[src/rtl/count_bcd_display.sv]
`default_nettype none
// +----------------------------------------------------------------------------+
// | count_bcd_display: 8-bit count -> 3-digit BCD (shift-add-3 FSM) driving a   |
// | multiplexed common-anode 7-seg display. Option macro: LEADING_ZERO_BLANK_EN |
// | Revision: 1.0                                                               |
// +----------------------------------------------------------------------------+
module count_bcd_display #(
  parameter int REFRESH_DIV = 16
) (
  input  logic        clk,
  input  logic        rst,
  input  logic [7:0]  count_in,
  output logic [11:0] bcd,
  output logic        bcd_valid,
  output logic        busy,
  output logic [2:0]  an,
  output logic [6:0]  seg
);

  localparam int CW = (REFRESH_DIV > 2) ? $clog2(REFRESH_DIV) : 1;
  localparam logic [CW-1:0] C_REFRESH_LAST = CW'(REFRESH_DIV - 1);

  typedef enum logic [1:0] {
    IDLE  = 2'd0,
    SHIFT = 2'd1,
    DONE  = 2'd2
  } state_t;

  state_t          state_q, state_d;
  logic [7:0]      last_val_q, last_val_d;
  logic [7:0]      sample_q, sample_d;
  logic [11:0]     scratch_q, scratch_d;
  logic [2:0]      iter_q, iter_d;
  logic [11:0]     bcd_q, bcd_d;
  logic            bcd_valid_q, bcd_valid_d;
  logic            busy_q, busy_d;
  logic [CW-1:0]   refresh_cnt_q, refresh_cnt_d;
  logic [1:0]      digit_idx_q, digit_idx_d;

  logic [11:0]     adj;
  logic [3:0]      nibble;
  logic [6:0]      seg_raw;

  function automatic logic [6:0] seg_decode(input logic [3:0] n);
    case (n)
      4'd0:    seg_decode = 7'b1000000;
      4'd1:    seg_decode = 7'b1111001;
      4'd2:    seg_decode = 7'b0100100;
      4'd3:    seg_decode = 7'b0110000;
      4'd4:    seg_decode = 7'b0011001;
      4'd5:    seg_decode = 7'b0010010;
      4'd6:    seg_decode = 7'b0000010;
      4'd7:    seg_decode = 7'b1111000;
      4'd8:    seg_decode = 7'b0000000;
      4'd9:    seg_decode = 7'b0010000;
      default: seg_decode = 7'b1111111;
    endcase
  endfunction

  always_comb begin
    state_d       = state_q;
    last_val_d    = last_val_q;
    sample_d      = sample_q;
    scratch_d     = scratch_q;
    iter_d        = iter_q;
    bcd_d         = bcd_q;
    bcd_valid_d   = 1'b0;
    busy_d        = busy_q;
    refresh_cnt_d = refresh_cnt_q;
    digit_idx_d   = digit_idx_q;

    // Add-3 correction applied before each shift
    adj = scratch_q;
    for (int i = 0; i < 3; i++) begin
      if (scratch_q[4*i +: 4] >= 4'd5) begin
        adj[4*i +: 4] = scratch_q[4*i +: 4] + 4'd3;
      end
    end

    case (state_q)
      IDLE: begin
        busy_d = 1'b0;
        if (count_in != last_val_q) begin
          sample_d   = count_in;
          last_val_d = count_in;
          scratch_d  = 12'h000;
          iter_d     = 3'd0;
          busy_d     = 1'b1;
          state_d    = SHIFT;
        end
      end
      SHIFT: begin
        busy_d                = 1'b1;
        {scratch_d, sample_d} = {adj[10:0], sample_q, 1'b0};
        iter_d                = iter_q + 3'd1;
        if (iter_q == 3'd7) begin
          state_d = DONE;
        end
      end
      DONE: begin
        busy_d      = 1'b1;
        bcd_d       = scratch_q;
        bcd_valid_d = 1'b1;
        state_d     = IDLE;
      end
      default: begin
        busy_d  = 1'b0;
        state_d = IDLE;
      end
    endcase

    if (refresh_cnt_q == C_REFRESH_LAST) begin
      refresh_cnt_d = '0;
      digit_idx_d   = (digit_idx_q == 2'd2) ? 2'd0 : digit_idx_q + 2'd1;
    end else begin
      refresh_cnt_d = refresh_cnt_q + CW'(1);
    end
  end

  always_ff @(posedge clk) begin
    if (rst) begin
      state_q       <= IDLE;
      last_val_q    <= 8'h00;
      sample_q      <= 8'h00;
      scratch_q     <= 12'h000;
      iter_q        <= 3'd0;
      bcd_q         <= 12'h000;
      bcd_valid_q   <= 1'b0;
      busy_q        <= 1'b0;
      refresh_cnt_q <= '0;
      digit_idx_q   <= 2'd0;
    end else begin
      state_q       <= state_d;
      last_val_q    <= last_val_d;
      sample_q      <= sample_d;
      scratch_q     <= scratch_d;
      iter_q        <= iter_d;
      bcd_q         <= bcd_d;
      bcd_valid_q   <= bcd_valid_d;
      busy_q        <= busy_d;
      refresh_cnt_q <= refresh_cnt_d;
      digit_idx_q   <= digit_idx_d;
    end
  end

  always_comb begin
    case (digit_idx_q)
      2'd0:    nibble = bcd_q[3:0];
      2'd1:    nibble = bcd_q[7:4];
      2'd2:    nibble = bcd_q[11:8];
      default: nibble = 4'hf;
    endcase
    seg_raw = seg_decode(nibble);
`ifdef LEADING_ZERO_BLANK_EN
    seg = seg_raw;
    if ((digit_idx_q == 2'd2) && (bcd_q[11:8] == 4'd0)) begin
      seg = 7'b1111111;
    end
    if ((digit_idx_q == 2'd1) && (bcd_q[11:4] == 8'h00)) begin
      seg = 7'b1111111;
    end
`else
    seg = seg_raw;
`endif
  end

  assign an        = ~(3'b001 << digit_idx_q);
  assign bcd       = bcd_q;
  assign bcd_valid = bcd_valid_q;
  assign busy      = busy_q;

endmodule
`default_nettype wire

[config.mk]
export PLATFORM = sky130hd
export DESIGN_NAME = count_bcd_display
export DESIGN_NICKNAME = d
export VERILOG_FILES = /design/src/rtl/count_bcd_display.sv
export SDC_FILE = /design/constraint.sdc
export NUM_CORES = 1
export LEC_CHECK = 0
export CAP_MARGIN = 20
export CELL_PAD_IN_SITES_DETAIL_PLACEMENT = 0
export CELL_PAD_IN_SITES_GLOBAL_PLACEMENT = 1
export CORE_ASPECT_RATIO = 1.5
export CORE_MARGIN = 2
export CORE_UTILIZATION = 46
export CTS_CLUSTER_DIAMETER = 200
export CTS_CLUSTER_SIZE = 40
export DETAILED_ROUTE_END_ITERATION = 7
export PLACE_DENSITY_LB_ADDON = 0.3
export SKIP_CTS_REPAIR_TIMING = 1
export SLEW_MARGIN = 40
export SYNTH_ARGS = -nofsm -noshare
export SYNTH_HDL_FRONTEND = slang
export SYNTH_SLANG_ARGS = --single-unit
[constraint.sdc]
create_clock -name clk -period 4.9 [get_ports clk]
set_input_delay 0.98 -clock clk [delete_from_list [all_inputs] [get_ports clk]]
set_output_delay 0.98 -clock clk [all_outputs]
set_load 0.005 [all_outputs]
==> summary.txt <==
Synth
  • Synth Register Bits: 53
  • Post-Syn Area per Cell: 9.28 µm²
  • Mapped Cells: 297
  • Area of the mapped netlist: 2760 µm²
  • Distinct cells, synth: 41
  • Syn nets: 323
  • Sequential cell area fraction in the yosys report: 38.5%
  • Ys Warns: 0

Global routing
  • Gr ovfl total: 0
  • First-pass GRT wire length: 9330 µm
  • Most used routing layer: met2
  • GRT met1 Usage: 20.3%
  • GRT Util Overall: 18.4%
  • Met3 Use GR: 3.31%
  • M2 GR Usage: 33.8%
  • Vias in the first global route: 2044
  • Largest net degree at the start of global routing: 51
  • Initial antenna violation count: 0

Placement
  • GPL Wtd Cong: 0.777
  • DP Worst Slack: 1550 ps
  • Port bufs: 33
  • Post-DP HPWL: 4200 µm

Detailed routing
  • First-pass detailed-route iteration total: 4
  • Vias/cell: 5.31
  • Final WL: 5760 µm
  • DRC: 0
  • Post-route ant nets: 0
  • WL per Instance: 14.5 µm
  • 1st-iter DRT viols: 83
  • DR vias: 2108

Critical path
  • Critical Path RT: 3920 ps
  • R2r endpoint: scratch_q[9]
  • CP Capture Type: primary output
  • CP endpoint: seg[3]
  • CP Class: reg -> out
  • Worst Setup SP: digit_idx_q[0]
  • Data arrival, critical path: 2670 ps
  • R2R depth: 6
  • Reg-to-reg setup timing slack: 2500 ps
  • Worst R2R Start: state_q[0]
  • Crit Path Max Fanout: 9
  • Crit start category: flip-flop

Floorplanning
  • Core ar.: 5790 µm²
  • I/O pin count: 34
  • Die height: 98.8 µm
  • Chip width: 67.2 µm
  • Die Area: 6640 µm²
  • Starting Density: 47.6%
  • # rows: 34

Clock tree
  • Clock Tree Root: clkbuf_8
  • Number of H-tree levels: 2
  • # clock sinks: 53
  • CTS Buffer Depth: 2
  • CTS buffer count: 5
  • Clock transition at path regs: 90 ps
  • CTS tree: done
  • Worst-skew pair later-pin latency: 300 ps

Layout
  • Area grow syn2layout: 17.5%
  • Ant diodes: 0
  • Layout cells sized above 1: 10.5%
  • Most frequent cells in the layout: dfxtp_1 (53), nor2_1 (50), clkdlybuf4s50_1 (32), mux2i_1 (31), a21oi_1 (21)
  • NumNets Final: 350
  • Commonest non-fill, non-tap cell in the layout: dfxtp_1

Pwr
  • Peak VDD IR: 151 µV
  • Pwr Density: 283 nW/µm²
  • LEAKAGE: 1.31 nW

Timing
  • Final setup margin: 1250 ps
  • Tcrit/Tclk final: 74.5%
  • Achievable frequency: 0.274 GHz
  • Setup Skew: 7.18 ps
  • Setup TNS: 0 ps
  • Final setup violation count: 0
  • Slew margin rel.: 48.3%
  • Fin. max-slew vios: 0
  • Final hold violation count: 0
  • Final min period: 3650 ps
  • Unrepaired setup endpoints after global routing: no
  • Worst Tran Pin Value: 775 ps

Flow run
  • Max_cap viols: 0

Worst hold path
  • Min-Delay Path Class: reg -> reg

Status
  • Status: finished clean
==> where the power goes <==
part	leakage (nW)	switching [mW]	internal, mW
Sequential	0.432	0.0147	0.453
Combinational	0.817	0.0778	0.0598
Clock	0.0574	0.144	0.166
==> cell families after synthesis <==
group / count (synthesis) / synth area share [%]
flip-flops: 53 / 38.5
XOR/XNOR: 12 / 3.81
AO/OA/AOI/OAI: 59 / 16.7
AND/OR/NAND/NOR: 90 / 15.1
adder cells (fa/ha/maj): 16 / 7.26
buffers and inverters: 30 / 4.90
multiplexers: 37 / 13.8
==> state kept, by name, indices dropped and copies added (netlist names) <==
name / count
bcd: 12
bcd_valid: 1
busy: 1
digit_idx_q: 2
iter_q: 3
last_val_q: 8
refresh_cnt_q: 4
sample_q: 8
scratch_q: 12
state_q: 2
==> layout make-up <==
cell class	count	area [µm²]
Multi-Input combinational cell	214	1570
Sequential cell	53	1060
Timing Repair Buffer	36	348
Inverter	14	52.6
Clock inverter	2	37.5
Clock buffer	6	82.6
Tap cell	72	90.1
Fill cell	572	2550
==> worst min-delay path by stage <==
stage / to / slack, ps / start / depth (start not counted)
6_report: sample_q[0] / 480 / sample_q[0] / 2
5_1_grt: iter_q[2] / 510 / iter_q[2] / 2
4_1_cts: sample_q[0] / 480 / sample_q[0] / 2
3_5_place_dp: iter_q[1] / 470 / iter_q[1] / 2
3_3_place_gp: iter_q[1] / 460 / iter_q[1] / 2
2_1_floorplan: sample_q[0] / 450 / sample_q[0] / 2
==> worst max-delay path: stages, from the launching register on <==
cell             delay (ps)
dfxtp_1                 530
mux2_2                  380
o22a_1                  250
nor2_1                  230
mux2_2                  370
a21o_1                  160
clkdlybuf4s50_1         440
==> per-stage QoR <==
step                      power, mW  hold WS [ps]  util, %  instances  instance area (µm²)
after floorplan               0.583           446        -        297                 2760
after global placement        0.613           458     53.8        389                 3110
after detailed placement      0.617           468     53.9        389                 3120
after CTS                     0.931           482     56.0        397                 3240
after global routing          0.963           508     56.0        397                 3240
final                         0.915           475     56.0        397                 3240
==> routing by layer <==
metal | part of all wire [%] | wire length [µm] | up-vias
met5 | 0 | 0 | -
met4 | 1.6 | 91 | 0
met3 | 3.4 | 194 | 7
met2 | 53 | 3070 | 34
met1 | 42 | 2400 | 992
li1 | - | - | 1075
==> cell usage after synthesis <==
master	n	area (µm²)
nor3b_1	1	7.51
nor4_2	2	25.0
clkbuf_1	9	33.8
ha_1	16	200
nor3_1	2	10.0
o22ai_2	2	25.0
nand2b_1	15	93.8
mux2i_2	1	13.8
mux2i_1	31	310
or2_2	1	6.26
o21ai_0	6	30.0
a211oi_2	7	87.6
a21o_1	2	15.0
o22a_1	2	17.5
nor2b_1	1	6.26
buf_2	3	15.0
a21boi_1	1	7.51
buf_6	2	22.5
a31oi_1	1	6.26
xor2_1	8	70.1
o32a_1	1	10.0
nand4b_1	1	8.76
o221a_2	1	11.3
nand2_1	13	48.8
o311ai_0	2	17.5
a2bb2oi_1	6	52.6
dfxtp_1	53	1060
nor2_1	50	188
nand3_1	3	15.0
buf_1	1	3.75
a2111oi_2	1	15.0
a41o_1	3	30.0
a32oi_1	1	8.76
xnor2_1	4	35.0
mux2_2	5	56.3
and3_1	1	6.26
a211oi_1	1	7.51
buf_4	1	7.51
inv_1	14	52.6
a31oi_2	1	12.5
a21oi_1	21	105
(Power assumes the default switching activity.)
==> RTL edit (config.mk and constraints unchanged) <==
Add a define of `LEADING_ZERO_BLANK_EN`.
--- a/src/rtl/count_bcd_display.sv
+++ b/src/rtl/count_bcd_display.sv
@@ -4,6 +4,8 @@
 // | multiplexed common-anode 7-seg display. Option macro: LEADING_ZERO_BLANK_EN |
 // | Revision: 1.0                                                               |
 // +----------------------------------------------------------------------------+
+`define LEADING_ZERO_BLANK_EN
+
 module count_bcd_display #(
   parameter int REFRESH_DIV = 16
 ) (
Check against the original RTL: same outputs for any inputs over 10 cycles, from zero or initial values and one cycle with rst high; that may be too few to reach the edited logic, so the function may still have changed.
==> RTL edit against the unedited design <==
- sequential power is essentially flat
- cell area shrank 0.81%
- sequential cell count is the same
- wire length shrank 4.0%
- setup slack lost 0.070 ns
- hold slack gained 0.0062 ns
- synthesized area grew 0.50%
- total power shrank 8.0%
- largest cell class unchanged
==> RTL edit: results (changes against the unedited design) <==
.. list-table::
   :header-rows: 1

   * - Metric
     - Value
   * - Overall via count from detail_route
     - 2176 (+3.2%)
   * - Via count of the first global-routing pass
     - 2070 (+1.3%)
   * - Count of routing violations after the opening detailed-route iteration
     - 72 (-13%)
   * - Most used standard cells in the synthesized netlist
     - sky130_fd_sc_hd__dfxtp_1 (53), sky130_fd_sc_hd__nor2_1 (51), sky130_fd_sc_hd__mux2i_1 (32)
   * - Placer's final routability congestion estimate
     - 0.706 (-9.1%)
   * - WP data arrival
     - 2.74 ns (+0.07 ns)
   * - Net count after synthesis
     - 332 (+2.8%)
   * - Relative slew slack
     - 47.8% (-0.55 points)
   * - All-layer global routing usage
     - 18.2% (-0.26 points)
   * - Number of different library cells in the post-synthesis netlist
     - 43 (+4.9%)
   * - Average wire per cell in the routed design
     - 13.7 microns (-5.7%)
   * - Share of synthesized cell area in full adder, half adder and majority cells
     - 7.23% (-0.036 points)
   * - Total of endpoints with negative setup slack in the final report
     - 0 (unchanged)
   * - Mux share of post-synthesis cell area
     - 12.8% (-1.0 points)
   * - Met1 capacity usage during global routing
     - 21.4% (+1.1 points)
   * - Post-Synth XOR/XNOR Area
     - 3.79% (-0.019 points)
   * - Worst ir drop on vdd
     - 178 uV (+18%)
   * - Post-synthesis compound-gate area fraction
     - 16.4% (-0.26 points)
   * - Layout cell share with drive strength beyond 1
     - 8.73% (-1.7 points)
   * - Wire length of the first global-routing pass
     - 9530 microns (+2.1%)
   * - Detailed placer's ending HPWL
     - 4050 microns (-3.6%)
   * - Number of clock buffers inserted by TritonCTS
     - 5 (unchanged)
   * - Run status
     - complete, no violations
   * - Leak
     - 0.00130 uW (-0.67%)
   * - Top post-synthesis cells by area
     - sky130_fd_sc_hd__dfxtp_1 (38%), sky130_fd_sc_hd__mux2i_1 (12%), sky130_fd_sc_hd__ha_1 (7.2%)
   * - Grt met2 use
     - 32.6% (-1.2 points)
   * - Nets@finish
     - 357 (+2.0%)
   * - Count of yosys warnings during synthesis
     - 0 (unchanged)
   * - Final-layout fill cell count
     - 580 (+1.4%)
-- RTL edit: cell types whose count changed after synthesis, sizes merged, moves of 2 or more --
cell and change:
a21o -2, mux2 -2, nand2 +4, o2111ai +2, o21ai +2
-- RTL edit: layout make-up --
cell class              count  area (sq um)  share of cell area (%)
repair buffers             35           343                    10.7
flip-flops and latches     53          1060                    33.0
clock buffers               5          68.8                    2.14
clock inverters             3          17.5                   0.545
multi-input cells         221          1580                    49.0
inverters                  15          56.3                    1.75
well taps                  72          90.1                    2.80
-- RTL edit: logic make-up after synthesis --
kind of cell,after synthesis
simple gates,98
flops,53
compound gates,60
mux,35
fa+ha+maj,16
xor+xnor,12
buf+inv,32
-- RTL edit: final timing paths --
kind	slack, ns	cells past startpoint	endpoint	start
worst max-delay path	1.18	7	seg[5]	digit_idx_q[0]
worst min-delay path	0.48	2	iter_q[2]	iter_q[2]
worst max register to register	2.55	7	scratch_q[9]	state_q[1]
worst min register to register	0.48	2	iter_q[2]	iter_q[2]
-- RTL edit: power breakdown --
group	total (uW)	internal [uW]	switching [uW]
Combinational	135	59.7	75.5
Clock	239	98.9	140
Sequential	468	453	14.7
-- RTL edit: critical path: stages, from the launching register on --
cell                              delay [ns]
sky130_fd_sc_hd__dfxtp_1                0.53
sky130_fd_sc_hd__mux2_2                 0.39
sky130_fd_sc_hd__o22ai_1                0.36
sky130_fd_sc_hd__inv_1                  0.09
sky130_fd_sc_hd__ha_1                   0.22
sky130_fd_sc_hd__o32ai_1                0.32
sky130_fd_sc_hd__nand2_1                0.09
sky130_fd_sc_hd__clkdlybuf4s50_1        0.45
-- RTL edit: per-layer routing --
metal	wire, microns	part of all wire, %
met5	0	0
met2	2870	52
met3	136	2.5
met4	83	1.5
met1	2430	44
-- RTL edit: stage by stage --
stage	setup slack (ns)	total power, uW	cell area (sq um)	util, %	cells
2_1_floorplan	2.23	583	2770	-	306
3_3_place_gp	1.50	611	3110	53.4	396
3_5_place_dp	1.51	615	3120	53.6	396
4_1_cts	1.17	854	3210	55.1	404
5_1_grt	0.990	889	3210	55.1	404
6_report	1.18	842	3210	55.1	404
